[config.mk]
export PLATFORM = sky130hd
export DESIGN_NAME = mem_arbiter
export DESIGN_NICKNAME = d
export VERILOG_FILES = /design/src/rtl/mem_arbiter.sv
export SDC_FILE = /design/constraint.sdc
export NUM_CORES = 1
export LEC_CHECK = 0
export ABC_CLOCK_PERIOD_IN_PS = 3700
export BUFFER_PORTS_ARGS = -buffer_cell sky130_fd_sc_hd__buf_2
export CAP_MARGIN = 20
export CORE_MARGIN = 3
export CORE_UTILIZATION = 40
export CTS_CLUSTER_DIAMETER = 60
export DETAILED_ROUTE_END_ITERATION = 7
export GPL_TIMING_DRIVEN = 0
export PLACE_DENSITY = 0.66
export SYNTH_ARGS = -nofsm -noshare
export SYNTH_HDL_FRONTEND = slang
export SYNTH_SLANG_ARGS = --single-unit
[constraint.sdc]
create_clock -name clk -period 3.7 [get_ports clk]
set_input_delay 0.185 -clock clk [delete_from_list [all_inputs] [get_ports clk]]
set_output_delay 0.185 -clock clk [all_outputs]
set_load 0.03 [all_outputs]
[src/rtl/mem_arbiter.sv]
// Shares one single-ported 32-bit memory between the instruction-fetch and
// data ports. Each access walks IDLE->GRANT->ACCESS->RESP->DONE. Data wins
// arbitration. A streak counter bounds how long a pending fetch can starve.
module mem_arbiter #(
  parameter int ADDR_W       = 7,
  parameter int MAX_D_STREAK = 4
) (
  input  logic              clk,
  input  logic              rst,
  input  logic              if_req,
  input  logic [ADDR_W-1:0] if_addr,
  input  logic              if_flush,
  output logic [31:0]       if_rdata,
  output logic              if_ready,
  input  logic              d_req,
  input  logic              d_we,
  input  logic [3:0]        d_be,
  input  logic [ADDR_W-1:0] d_addr,
  input  logic [31:0]       d_wdata,
  output logic [31:0]       d_rdata,
  output logic              d_ready,
  output logic              m_en,
  output logic              m_we,
  output logic [3:0]        m_be,
  output logic [ADDR_W-1:0] m_addr,
  output logic [31:0]       m_wdata,
  input  logic [31:0]       m_rdata,
  output logic              busy
);

  typedef enum logic [2:0] {S_IDLE, S_GRANT, S_ACCESS, S_RESP, S_DONE} state_t;

  localparam logic [3:0] STREAK_MAX = 4'(MAX_D_STREAK);

  state_t            state, state_nx;
  logic              own_if;
  logic [ADDR_W-1:0] lat_addr;
  logic              lat_we;
  logic [3:0]        lat_be;
  logic [31:0]       lat_wdata;
  logic              kill;
  logic [3:0]        d_streak;
  logic              if_elig, at_max, grant_if, grant_d;

  // Arbitration: a flushing fetch is not eligible; a saturated data streak
  // hands the slot to an eligible fetch. The two grants are mutually exclusive.
  always_comb begin
    if_elig  = if_req & ~if_flush;
    at_max   = (d_streak == STREAK_MAX);
    grant_if = if_elig & (~d_req | at_max);
    grant_d  = d_req & ~(if_elig & at_max);
  end

  // State register
  always_ff @(posedge clk) begin
    if (rst) state <= S_IDLE;
    else     state <= state_nx;
  end

  // Next-state: only IDLE waits on a request. Every other state advances each cycle.
  always_comb begin
    state_nx = state;
    case (state)
      S_IDLE:   if (grant_if || grant_d) state_nx = S_GRANT;
      S_GRANT:  state_nx = S_ACCESS;
      S_ACCESS: state_nx = S_RESP;
      S_RESP:   state_nx = S_DONE;
      S_DONE:   state_nx = S_IDLE;
      default:  state_nx = S_IDLE;
    endcase
  end

  // Latch the winning request. Later input changes are ignored until IDLE.
  always_ff @(posedge clk) begin
    if (rst) begin
      own_if    <= 1'b0;
      lat_addr  <= '0;
      lat_we    <= 1'b0;
      lat_be    <= '0;
      lat_wdata <= '0;
    end else if (state == S_IDLE && (grant_if || grant_d)) begin
      own_if    <= grant_if;
      lat_addr  <= grant_if ? if_addr : d_addr;
      lat_we    <= grant_d & d_we;
      lat_be    <= grant_if ? 4'hF : d_be;
      lat_wdata <= grant_if ? 32'h0 : d_wdata;
    end
  end

  // Data streak: counts data grants taken while a fetch waits.
  // It clears whenever a fetch is granted or no fetch is waiting.
  always_ff @(posedge clk) begin
    if (rst) begin
      d_streak <= '0;
    end else if (state == S_IDLE) begin
      if (grant_if || !if_req)       d_streak <= '0;
      else if (grant_d && !at_max)   d_streak <= d_streak + 4'd1;
    end
  end

  // Memory drive: registered in GRANT, so m_en is high for exactly the ACCESS cycle.
  always_ff @(posedge clk) begin
    if (rst) begin
      m_en    <= 1'b0;
      m_we    <= 1'b0;
      m_be    <= '0;
      m_addr  <= '0;
      m_wdata <= '0;
    end else begin
      m_en <= (state == S_GRANT);
      if (state == S_GRANT) begin
        m_we    <= lat_we;
        m_be    <= lat_be;
        m_addr  <= lat_addr;
        m_wdata <= lat_wdata;
      end else if (state == S_ACCESS) begin
        m_we    <= 1'b0;
      end
    end
  end

  // Kill flag: a PC redirect during a fetch's sequence discards its result.
  always_ff @(posedge clk) begin
    if (rst)                                   kill <= 1'b0;
    else if (state == S_IDLE)                  kill <= 1'b0;
    else if (state != S_DONE && own_if && if_flush) kill <= 1'b1;
  end

  // Response capture in RESP. The ready pulse is visible for the DONE cycle only.
  // A flush arriving in RESP itself must also suppress the fetch result.
  always_ff @(posedge clk) begin
    if (rst) begin
      if_rdata <= '0;
      d_rdata  <= '0;
      if_ready <= 1'b0;
      d_ready  <= 1'b0;
    end else if (state == S_RESP) begin
      if (own_if) begin
        if (!kill && !if_flush) begin
          if_rdata <= m_rdata;
          if_ready <= 1'b1;
        end
      end else begin
        d_ready <= 1'b1;
        if (!lat_we) d_rdata <= m_rdata;
      end
    end else if (state == S_DONE) begin
      if_ready <= 1'b0;
      d_ready  <= 1'b0;
    end
  end

  // busy is registered from next state so it tracks "state != IDLE" exactly.
  always_ff @(posedge clk) begin
    if (rst) busy <= 1'b0;
    else     busy <= (state_nx != S_IDLE);
  end

endmodule

# Yosys cells after proc, flatten, opt, wreduce, memory -nomap -nowiden
# Cells that the tools add are included.
totals:
  regBits: 165
  in_bits: 88
  word_cells: 76
  output_inout_bits: 112
op_classes:
  eq_ne: 9
  add_sub_neg: 1
  bitwise: 11
  n_reduce_logical: 22
  mux: 15
op_table:
  columns: ["operator", "n"]
  rows:
  - ["$mux 32", 1]
  - ["$mux 4", 3]
  - ["$pmux 3 s4", 1]
  - ["$reduce_and 3->1", 3]
  - ["$mux 1", 8]
  - ["$mux 7", 1]
  - ["$eq 3x2->1 const B", 2]
  - ["$reduce_bool 2->1", 3]
  - ["$and 1x1->1", 5]
  - ["$logic_and 1x1->1", 5]
  - ["$not 1->1", 5]
  - ["$add 4x1->4 const B", 1]
  - ["$eq 4x3->1 const B", 1]
  - ["$logic_not 1->1", 4]
  - ["$ne 2x2->1 const B", 2]
  - ["$reduce_and 2->1", 2]
  - ["$eq 3x1->1 const B", 1]
  - ["$eq 3x3->1 const B", 1]
  - ["$logic_not 3->1", 1]
  - ["$mux 3", 1]
  - ["$ne 3x3->1 const B", 1]
  - ["$reduce_bool 3->1", 1]
  - ["$logic_or 1x1->1", 2]
  - ["$ne 2x1->1 const B", 1]
  - ["other kinds (2)", 2]

# Logic depth before layout (Yosys ltp)
# Gate-level depths: netlist of the first run.
logic_depth:
  ltp_word: 9
  depth_mapped: 8
  depth_no_buf: 6

# Least setup slack after synthesis of the first run
# Ideal clock, no wire load.
synth_timing:
  path_type: "register to register"
  from: "register state[0]"
  to: "register lat_wdata[12]"
  required_time_ns: 3.568
  t_arrival_ns: 1.445
  path_stages_with_launch: 8
  synth_period_minus_slack_ns: 1.577
  path_buffers: 3
  setup_slack_ns: 2.123
  setup_time_ns: 0.132
  path_cell_list: "dfxtp_1 -> buf_4 -> or3_4 -> a21o_1 -> buf_2 -> buf_2 -> nand2_1 -> a21oi_1"
synth_between:
  elab_chain_cells: 2
synth_lines:
  columns: ["element", "line", "text"]
  rows:
  - ["from (decl)", "35", "state_t state, state_nx;"]
  - ["from (signal assigned)", "57", "else state <= state_nx;"]
  - ["$logic_not 3->1", "81", "end else if (state == S_IDLE && (grant_if || grant_d)) begin"]
  - ["$logic_and 1x1->1", "81", null]
  - ["to (signal assigned)", "86", "lat_wdata <= grant_if ? 32'h0 : d_wdata;"]
  - ["to (decl)", "40", "logic [31:0] lat_wdata;"]
# Every way passes these cells.
# A chain may end at the register's enable or synchronous reset.

# Final worst setup path of the first run
layout_timing:
  from: "register d_streak[0]"
  to: "register lat_wdata[28]"
layout_between:
  elab_chain_cells: 6
  elab_cells_between_ends: 9
  classes_between: "1 x eq/ne; 1 x mux; 5 x bitwise; 2 x reduce/logical"
layout_lines:
  columns: ["element", "line", "text"]
  rows:
  - ["from (decl)", "42", "logic [3:0] d_streak;"]
  - ["from (signal assigned)", "97", "else if (grant_d && !at_max) d_streak <= d_streak + 4'd1;"]
  - ["$eq 4x3->1 *", "49", "at_max = (d_streak == STREAK_MAX);"]
  - ["$and 1x1->1", "51", "grant_d = d_req & ~(if_elig & at_max);"]
  - ["$not 1->1", "51", null]
  - ["$and 1x1->1", "51", null]
  - ["$logic_or 1x1->1", "81", null]
  - ["$logic_and 1x1->1", "81", null]
# Mark *: on every way between the ends. The rest lies on a longest branch, timed or not.

==> metrics, run 1 <==
area growth from synthesis to layout=33.94%; syn_nets=845; crit-path max FO=10; CTS H-tree depth=4; root buf cell=clkbuf_16; max_slew headroom=53.51%; Worst Max-Slew Pin Slew=697.4 ps; outcome=finished, final reports clean; worst reg2reg path depth=8; clock latency on the worst-skew pair=420 ps; Yosys warning count=0; Antenna Nets Post-Route=0; DIE HEIGHT=128.8 um; final wirelength=~17000 um; routed via count=about 6k; GR Util All Layers=a little over 20%; CP cell instances=inv_1, ha_1, nand3b_1, a21o_1, buf_2, buf_2, nand3_1, a21oi_1; num rows=44; TritonCTS buffer count=17; vias in the first global route=5478; max-cap violations=0; top_reg_cell synth=dfxtp_1; routability cong.=0.8221; gr ovfl total=0; gr busiest metal=met2; full die area=16580 sq um; required time of the critical path=4050 ps; Max IR drop VDD=0.3687 mV; drt drc=0; port bufs=197; Vias/cell=4.962; Critical Path Start=d_streak[0]$_SDFFE_PP0P_; #FFs+latches synth=165; Setup Fix Bufs, Post-CTS=0; clock sinks=165; pwr/cell area=~580 nW/um^2; Antenna diodes=0; ys async rst share=0%; GRT met2 Usage=around a third; RR Startpoint=d_streak[0]$_SDFFE_PP0P_; Total Negative Setup Slacks=0 ps; Hold Path Depth=3; dpl cells=1136; initial cell density of the core=41.16%; first-pass GRT wire length=27300 um; commonest non-fill, non-tap cells in the layout=nand2_1, buf_2, dfxtp_1; FMAX=527.8 MHz; slowest stage delay, CP=390 ps; CP Class=register to register; CTS tree=done; Slew Viols, Final=0; layout cells sized above 1=between 20% and 30%; EDFF count, synth=0; global routing usage on met3=between 5 and 6%; reg2reg setup slack=about 1800 ps; Synth Cell Area=roughly 6000 sq um; unrepaired setup endpoints after global routing=false; CP endpoint kind=register; Synth Instances=around 760; Post-Layout Cell Count=about 1.2k; Crit path top cell by count=buf_2; period utilization=51.21%; Max Root-Sink Buffers=2; most common cell after layout, fill and taps aside=nand2_1; hold crit path type=input port to register; sequential area share after synthesis=54.81%; Avg Inst Size Synth=7.983 sq um; Total Nets Final=approximately 1.1k; initial antenna violation count=1; crit path DAT=around 2200 ps; Reg clk slew, reported paths=70 ps; R2R Path End=lat_wdata[28]$_SDFFE_PP0P_; Detailed Routing Iterations Pass 1=5; critical path's slowest cell=dfxtp_1; Static Leak=between 3 and 4 nW; Core Footprint=about 15000 sq um; routed len/inst=14.70 um; Cell variety after synth=34; Setup violations, final=0; # IOs=200; final hold viol count=0; largest net degree at the start of global routing=17; HP Start=d_wdata[0]; Critical Path Source Type=register; 1st-iter DRT viols=around 280; clock period minus worst slack=1895 ps; Die W=around 130 um; met1 GRT Util=26.23%; Final HPWL DP=12590 um; clk_skew=6.766 ps; Hold Path Sink=lat_wdata[0]$_SDFFE_PP0P_
[state kept, by name, indices dropped and copies added, names as in the netlist]
name and flops:
busy 1, d_rdata 32, d_ready 1, d_streak 4, if_rdata 32, if_ready 1
kill 1, lat_addr 7, lat_be 4, lat_wdata 32, lat_we 1, m_addr 7
m_be 4, m_en 1, m_wdata 32, m_we 1, own_if 1, state 3
[layout make-up]
type / instances / area (sq um)
Fill cell: 1449 / 6571
Sequential cell: 165 / 3303
Multi-Input combinational cell: 526 / 2449
Timing Repair Buffer: 217 / 1186
Clock buffer: 21 / 480.5
Buffer: 59 / 256.5
Tap cell: 184 / 230.2
Clock inverter: 11 / 148.9
Inverter: 5 / 18.77
[report_power, final]
group | leakage [nW] | switching [W] | total [W] | internal (W)
sequential | 1.34 | 0.0000661 | 0.00198 | 0.00191
clock | 0.301 | 0.000717 | 0.00185 | 0.00113
combinational | 1.72 | 0.000549 | 0.000813 | 0.000264
total | 3.36 | 0.00133 | 0.00464 | 0.00331
[synth_stat cells (3+ instances only)]
library cell | count | share of area, %
a21oi_1 | 148 | 12
a311oi_2 | 6 | 1.5
buf_2 | 16 | 1.3
buf_4 | 4 | 0.50
clkbuf_1 | 39 | 2.4
dfxtp_1 | 165 | 55
inv_1 | 5 | 0.31
nand2_1 | 270 | 17
nand2b_1 | 3 | 0.31
nand3_1 | 35 | 2.9
nor2_1 | 20 | 1.2
nor3_1 | 11 | 0.91
o21ai_0 | 4 | 0.33
[worst max-delay path, delay by kind of cell (launching register included)]
kind / cells / cell delay (ps)
AOI/OAI and AO/OA: 2 / 340
buffers and inverters: 3 / 580
adders and majority gates: 1 / 220
DFF: 1 / 390
and+or+nand+nor: 2 / 280
[metal layers]
metal / vias up / wire [um]
met5: - / 13
met4: 2 / 259
met3: 24 / 1188
met2: 178 / 8249
met1: 2721 / 7758
li1: 2970 / -
[worst max path at each step]
stage	to	slack (ps)	cells past startpoint
final	lat_wdata[28]$_SDFFE_PP0P_	1810	8
after global routing	lat_wdata[28]$_SDFFE_PP0P_	1610	8
after CTS	lat_wdata[30]$_SDFFE_PP0P_	1780	8
after detailed placement	lat_wdata[30]$_SDFFE_PP0P_	1790	8
after floorplan	lat_wdata[12]$_SDFFE_PP0P_	2120	7
after global placement	lat_wdata[24]$_SDFFE_PP0P_	1790	8
[through the flow]
stage	setup WS (ps)	area [sq um]	hold WS, ps	utilization (%)	total power [W]
6_report	1805	8073	11.52	55.13	0.004642
3_3_place_gp	1790	7243	437.7	49.46	0.002813
4_1_cts	1778	8073	0.2350	55.13	0.004692
5_1_grt	1606	8073	1.177	55.13	0.004850
2_1_floorplan	2123	6027	321.0	-	0.002547
3_5_place_dp	1790	7243	441.0	49.46	0.002823
[kinds of logic after synthesis]
group           synth area share (%)
mux                           0.1661
compound gates                 15.74
buf+inv                        4.567
fa+ha+maj                     0.4151
simple gates                   24.16
flops                          54.81
xor+xnor                      0.1453
[timing repair]
item / in CTS / in global routing
endpoints found under the hold margin: 25 / 0
resized for setup: 0 / 0
hold buffers: 20 / 0
Power figures use the tool's default switching activity.
==> run 2, diff against run 1 <==
--- a/config.mk
+++ b/config.mk
@@ -5,7 +5,7 @@
 export SDC_FILE = /design/constraint.sdc
 export NUM_CORES = 1
 export LEC_CHECK = 0
-export ABC_CLOCK_PERIOD_IN_PS = 3700
+export ABC_CLOCK_PERIOD_IN_PS = 1600
 export BUFFER_PORTS_ARGS = -buffer_cell sky130_fd_sc_hd__buf_2
 export CAP_MARGIN = 20
 export CORE_MARGIN = 3
@@ -13,7 +13,7 @@
 export CTS_CLUSTER_DIAMETER = 60
 export DETAILED_ROUTE_END_ITERATION = 7
 export GPL_TIMING_DRIVEN = 0
-export PLACE_DENSITY = 0.66
+export PLACE_DENSITY = 0.68
 export SYNTH_ARGS = -nofsm -noshare
 export SYNTH_HDL_FRONTEND = slang
 export SYNTH_SLANG_ARGS = --single-unit
==> constraint.sdc (replaced) <==
create_clock -name clk -period 1.6 [get_ports clk]
set_input_delay 0.08 -clock clk [delete_from_list [all_inputs] [get_ports clk]]
set_output_delay 0.08 -clock clk [all_outputs]
set_load 0.03 [all_outputs]
==> metrics, run 2 (synthesized netlist as in run 1, its figures left out) <==
clk_skew=7.826 ps (+1.060 ps); Reg clk slew, reported paths=60 ps (about the same); GR Util All Layers=22.10% (+1.4 points); Static Leak=3.916 nW (+17%); Final WS setup=-22.03 ps (-1827 ps); worst reg2reg path depth=6 (-2); hold crit path type=input port to register; routed via count=6374 (+8.1%); required time of the critical path=1950 ps (-2100 ps); Final HPWL DP=12440 um (-1.2%); root buf cell=clkbuf_16; initial cell density of the core=41.16% (unchanged); CTS tree=done; gr ovfl total=0 (unchanged); max-cap violations=0 (unchanged); CTS H-tree depth=4 (unchanged); outcome=finished, violations left; full die area=16580 sq um (unchanged); num rows=44 (unchanged); routability cong.=0.8204 (-0.21%); combinational power share=22.9% (+5.4 points); footprint of the multi-input gates=2723 sq um (+11%); Total Negative Setup Slacks=-45.56 ps (-45.56 ps); CP endpoint kind=register; final hold viol count=0 (unchanged); Hold Path Depth=3 (unchanged); Worst Max-Slew Pin Slew=680.1 ps (-17.30 ps); Psw=0.003398 W (+160%); DIE HEIGHT=128.8 um (unchanged); layout cells sized above 1=32.90% (+7.1 points); vias in the first global route=5944 (+8.5%); sequential share of power=39.7% (-2.9 points); crit path DAT=1970 ps (-270 ps); Core Footprint=14640 sq um (unchanged); dpl cells=1136 (unchanged); Register Area=3317 sq um (+0.42%); max_slew headroom=54.66% (+1.2 points); # IOs=200 (unchanged); Vias/cell=5.011 (+0.99%); most common cell after layout, fill and taps aside=nand2_1; Max Root-Sink Buffers=2 (unchanged); Detailed Routing Iterations Pass 1=4 (-1); Total Nets Final=1165 (+7.8%); clock share of power=37.5% (-2.4 points); port bufs=197 (unchanged); Die W=128.8 um (unchanged); unrepaired setup endpoints after global routing=true; clock latency on the worst-skew pair=430 ps (about the same); CP Class=register to register; drt drc=0 (unchanged); 1st-iter DRT viols=334 (+20%); pwr/cell area=1235 nW/um^2 (+110%); final wirelength=19650 um (+12%); Antenna diodes=0 (unchanged); internal power component=0.008241 W (+150%); Slew Viols, Final=0 (unchanged); clock sinks=165 (unchanged); largest net degree at the start of global routing=17 (unchanged); Switching Share=29.19% (+0.49 points); FMAX=616.5 MHz (+17%); initial antenna violation count=0 (-1); commonest non-fill, non-tap cells in the layout=nand2_1, buf_2, dfxtp_1; Setup violations, final=6 (+6); Max IR drop VDD=0.8361 mV (+130%); TritonCTS buffer count=17 (unchanged); fill count=1246 (-14%); Critical Path Source Type=register; clock period minus worst slack=1622 ps (-272.7 ps); first-pass GRT wire length=29210 um (+7.0%); failing checks=negative setup slack; routed len/inst=15.45 um (+5.0%); area growth from synthesis to layout=56.32%; period utilization=101.4% (+50 points); Post-Layout Cell Count=1272 (+7.1%); Antenna Nets Post-Route=0 (unchanged); crit-path max FO=7 (-3)
==> run 2: per-stage QoR <==
step | utilization (%) | hold WS (ps) | area (sq um) | setup WS, ps | total power [W]
floorplan | - | 216.0 | 6027 | 22.89 | 0.005891
global placement | 49.46 | 333.2 | 7243 | -270.1 | 0.006493
detailed placement | 49.46 | 338.9 | 7243 | -296.7 | 0.006519
CTS | 61.06 | 83.33 | 8941 | 0.9328 | 0.01123
global route | 64.34 | 143.8 | 9422 | -86.00 | 0.01210
finish | 64.34 | 111.5 | 9422 | -22.03 | 0.01164
==> run 2: timing repair <==
item / in CTS / in global routing
hold buffers: 84 / 0
cloned: 2 / 5
hold endpoints to repair: 109 / 0
pin swaps: 6 / 45
gates resized for setup: 54 / 92
endpoints found under the setup margin: 145 / 139
setup buffers: 8 / 10
==> run 2: layout make-up <==
| class | instances | area share, % |
|---|---|---|
| Sequential cell | 165 | 35.21 |
| Multi-Input combinational cell | 526 | 28.90 |
| Timing Repair Buffer | 305 | 22.46 |
| Clock buffer | 22 | 5.246 |
| Buffer | 55 | 4.011 |
| Tap cell | 184 | 2.444 |
| Clock inverter | 10 | 1.541 |
| Inverter | 5 | 0.1992 |
==> run 2: power groups by stage <==
stage	combinational [W]	clock (W)	sequential, W
after floorplan	0.00102	0	0.00487
after global placement	0.00184	0	0.00466
after detailed placement	0.00186	0	0.00466
after CTS	0.00224	0.00439	0.00460
after global routing	0.00287	0.00459	0.00465
final	0.00266	0.00436	0.00462
==> run 2: worst paths after layout <==
| kind | start | to | slack, ps |
|---|---|---|---|
| max | state[1]$_SDFF_PP0_ | lat_wdata[21]$_SDFFE_PP0P_ | -20 |
| min | d_req | lat_we$_SDFFE_PP0P_ | 110 |
| max reg2reg | state[1]$_SDFF_PP0_ | lat_wdata[21]$_SDFFE_PP0P_ | -20 |
| min reg2reg | d_rdata[11]$_SDFFE_PP0P_ | d_rdata[11]$_SDFFE_PP0P_ | 450 |
==> run 2: routing by layer <==
| metal | share of wire (%) | routed length, um | GRT usage [%] |
|---|---|---|---|
| met2 | 49 | 9695 | 37.53 |
| met5 | 0 | 0 | 0 |
| met4 | 2.1 | 414 | 9.018 |
| met3 | 5.6 | 1108 | 5.355 |
| met1 | 43 | 8429 | 26.89 |
==> run 2: critical path, stage by stage (launching register included) <==
cell	delay [ps]
dfxtp_4	370
or3_4	420
a21oi_4	210
buf_6	180
clkbuf_16	160
nand3_2	70
a21oi_1	140
==> run 3, diff against run 2 <==
--- a/config.mk
+++ b/config.mk
@@ -12,7 +12,7 @@
 export CORE_UTILIZATION = 40
 export CTS_CLUSTER_DIAMETER = 60
 export DETAILED_ROUTE_END_ITERATION = 7
-export GPL_TIMING_DRIVEN = 0
+export GPL_TIMING_DRIVEN = 1
 export PLACE_DENSITY = 0.68
 export SYNTH_ARGS = -nofsm -noshare
 export SYNTH_HDL_FRONTEND = slang
==> metrics, run 3 (synthesized netlist as in run 1, its figures left out) <==
Final HPWL DP=10840 um (-13%); first-pass GRT wire length=27420 um (-6.1%); placed inst area=7398 sq um (+2.1%); Reg clk slew, reported paths=60 ps (about the same); total power=0.01069 W (-8.1%); CTS H-tree depth=4 (unchanged); final core utilization=61.17% (-3.2 points); Slew Viols, Final=0 (unchanged); Max Root-Sink Buffers=2 (unchanged); max-cap violations=0 (unchanged); worst reg2reg path depth=5 (-1); required time of the critical path=1940 ps (about the same); pwr/cell area=1194 nW/um^2 (-3.4%); final hold viol count=0 (unchanged); Switching Share=29.21% (about the same); most common cell after layout, fill and taps aside=nand2_1; Antenna Nets Post-Route=0 (unchanged); gr ovfl total=0 (unchanged); hold crit path type=input port to register; CTS tree=done; clock share of power=36.6% (-0.9 points); Psw=0.003122 W (-8.1%); clock sinks=165 (unchanged); crit-path max FO=23 (+16); initial antenna violation count=0 (unchanged); outcome=finished, final reports clean; Antenna diodes=0 (unchanged); HP Start=rst; max_slew headroom=76.30% (+22 points); clock period minus worst slack=1557 ps (-64.91 ps); port bufs=199 (+1.0%); # IOs=200 (unchanged); Vias/cell=4.953 (-1.2%); period utilization=97.32% (-4.1 points); TritonCTS buffer count=17 (unchanged); Finished Cell Area=8957 sq um (-4.9%); area growth from synthesis to layout=48.62%; reg2reg setup slack=40 ps (+60 ps); GR Util All Layers=20.42% (-1.7 points); routed via count=6107 (-4.2%); final wirelength=17860 um (-9.1%); Die W=128.8 um (unchanged); fill count=1294 (+3.9%); layout cells sized above 1=27.17% (-5.7 points); routed len/inst=14.48 um (-6.2%); R2R Path End=lat_addr[5]$_SDFFE_PP0P_; CP Class=register to register; crit path DAT=1890 ps (-80 ps); Worst Max-Slew Pin Slew=355.5 ps (-324.6 ps); drt drc=0 (unchanged); routability cong.=0.7949 (-3.1%); unrepaired setup endpoints after global routing=true; sequential share of power=42.8% (+3.1 points); clk_skew=8.892 ps (+1.066 ps); Critical Path Source Type=register; FMAX=642.2 MHz (+4.2%); largest net degree at the start of global routing=58 (+41); Total Nets Final=1126 (-3.3%); Static Leak=3.746 nW (-4.4%); vias in the first global route=5755 (-3.2%); Detailed Routing Iterations Pass 1=7 (+3); hold_ws=60.44 ps (-51.08 ps); initial cell density of the core=41.16% (unchanged); num rows=44 (unchanged); CP endpoint kind=register; RR Startpoint=state[1]$_SDFF_PP0_; combinational power share=20.5% (-2.4 points); internal power component=0.007568 W (-8.2%); Core Footprint=14640 sq um (unchanged); clock latency on the worst-skew pair=420 ps (about the same); commonest non-fill, non-tap cells in the layout=nand2_1, buf_2, dfxtp_1; Max IR drop VDD=1.050 mV (+26%); Hold Path Sink=kill$_SDFFE_PP0P_; root buf cell=clkbuf_16; DIE HEIGHT=128.8 um (unchanged); Hold Path Depth=2 (-1); full die area=16580 sq um (unchanged); 1st-iter DRT viols=274 (-18%); Setup violations, final=0 (-6)
[run 3: final cells by class]
cell class                 instances  area (sq um)  area share, %
inverter                           5         18.77         0.2095
timing repair buffer             321          2337          26.09
multi-input combinational        526          2495          27.85
clock buffer                      22         474.2          5.294
tap                              184         230.2          2.570
clock inverter                    10         97.59          1.090
sequential                       165          3304          36.89
[run 3: worst max-delay path by stage]
stage	start	endpoint	slack, ps	cells past startpoint
6_report	state[1]$_SDFF_PP0_	lat_addr[5]$_SDFFE_PP0P_	40	5
5_1_grt	d_streak[0]$_SDFFE_PP0P_	lat_wdata[21]$_SDFFE_PP0P_	-20	7
4_1_cts	state[0]$_SDFF_PP0_	lat_wdata[24]$_SDFFE_PP0P_	40	5
3_5_place_dp	state[0]$_SDFF_PP0_	lat_wdata[24]$_SDFFE_PP0P_	40	5
3_3_place_gp	state[0]$_SDFF_PP0_	d_streak[1]$_SDFFE_PP0P_	80	5
2_1_floorplan	state[0]$_SDFF_PP0_	lat_wdata[12]$_SDFFE_PP0P_	20	7
[run 3: power by group through the flow]
stage	clock, W	combinational [W]	sequential, W
finish	0.00392	0.00220	0.00458
global route	0.00418	0.00238	0.00462
CTS	0.00401	0.00208	0.00457
detailed placement	0	0.00192	0.00466
global placement	0	0.00190	0.00466
floorplan	0	0.00102	0.00487
[run 3: critical path: stages, from the launching register on]
cell and delay (ps):
dfxtp_2 330, or3_4 420, a21oi_4 220, buf_12 210
nor2_1 60, a311oi_2 220
[run 3: through the flow]
step                worst slack [ps]  std cells  TNS [ps]
floorplan                      22.89        755         0
global placement               77.50       1111         0
detailed placement             40.70       1111         0
CTS                            35.39       1227         0
global route                  -18.84       1233    -84.34
finish                         42.88       1233         0
[run 3: timing repair]
action / CTS / global route
hold buffers: 84 / 0
gates resized for setup: 0 / 13
setup endpoints to repair: 0 / 42
buffers inserted: 0 / 3
hold endpoints to repair: 109 / 0
[run 3: per-layer routing]
metal	routed length, um	up-vias	track usage [%]	part of all wire [%]
met5	0	-	0	0
met4	241	0	7.350	1.3
met3	1156	26	6.144	6.5
met2	8838	218	34.70	49
met1	7623	2805	24.47	43
li1	-	3058	-	-
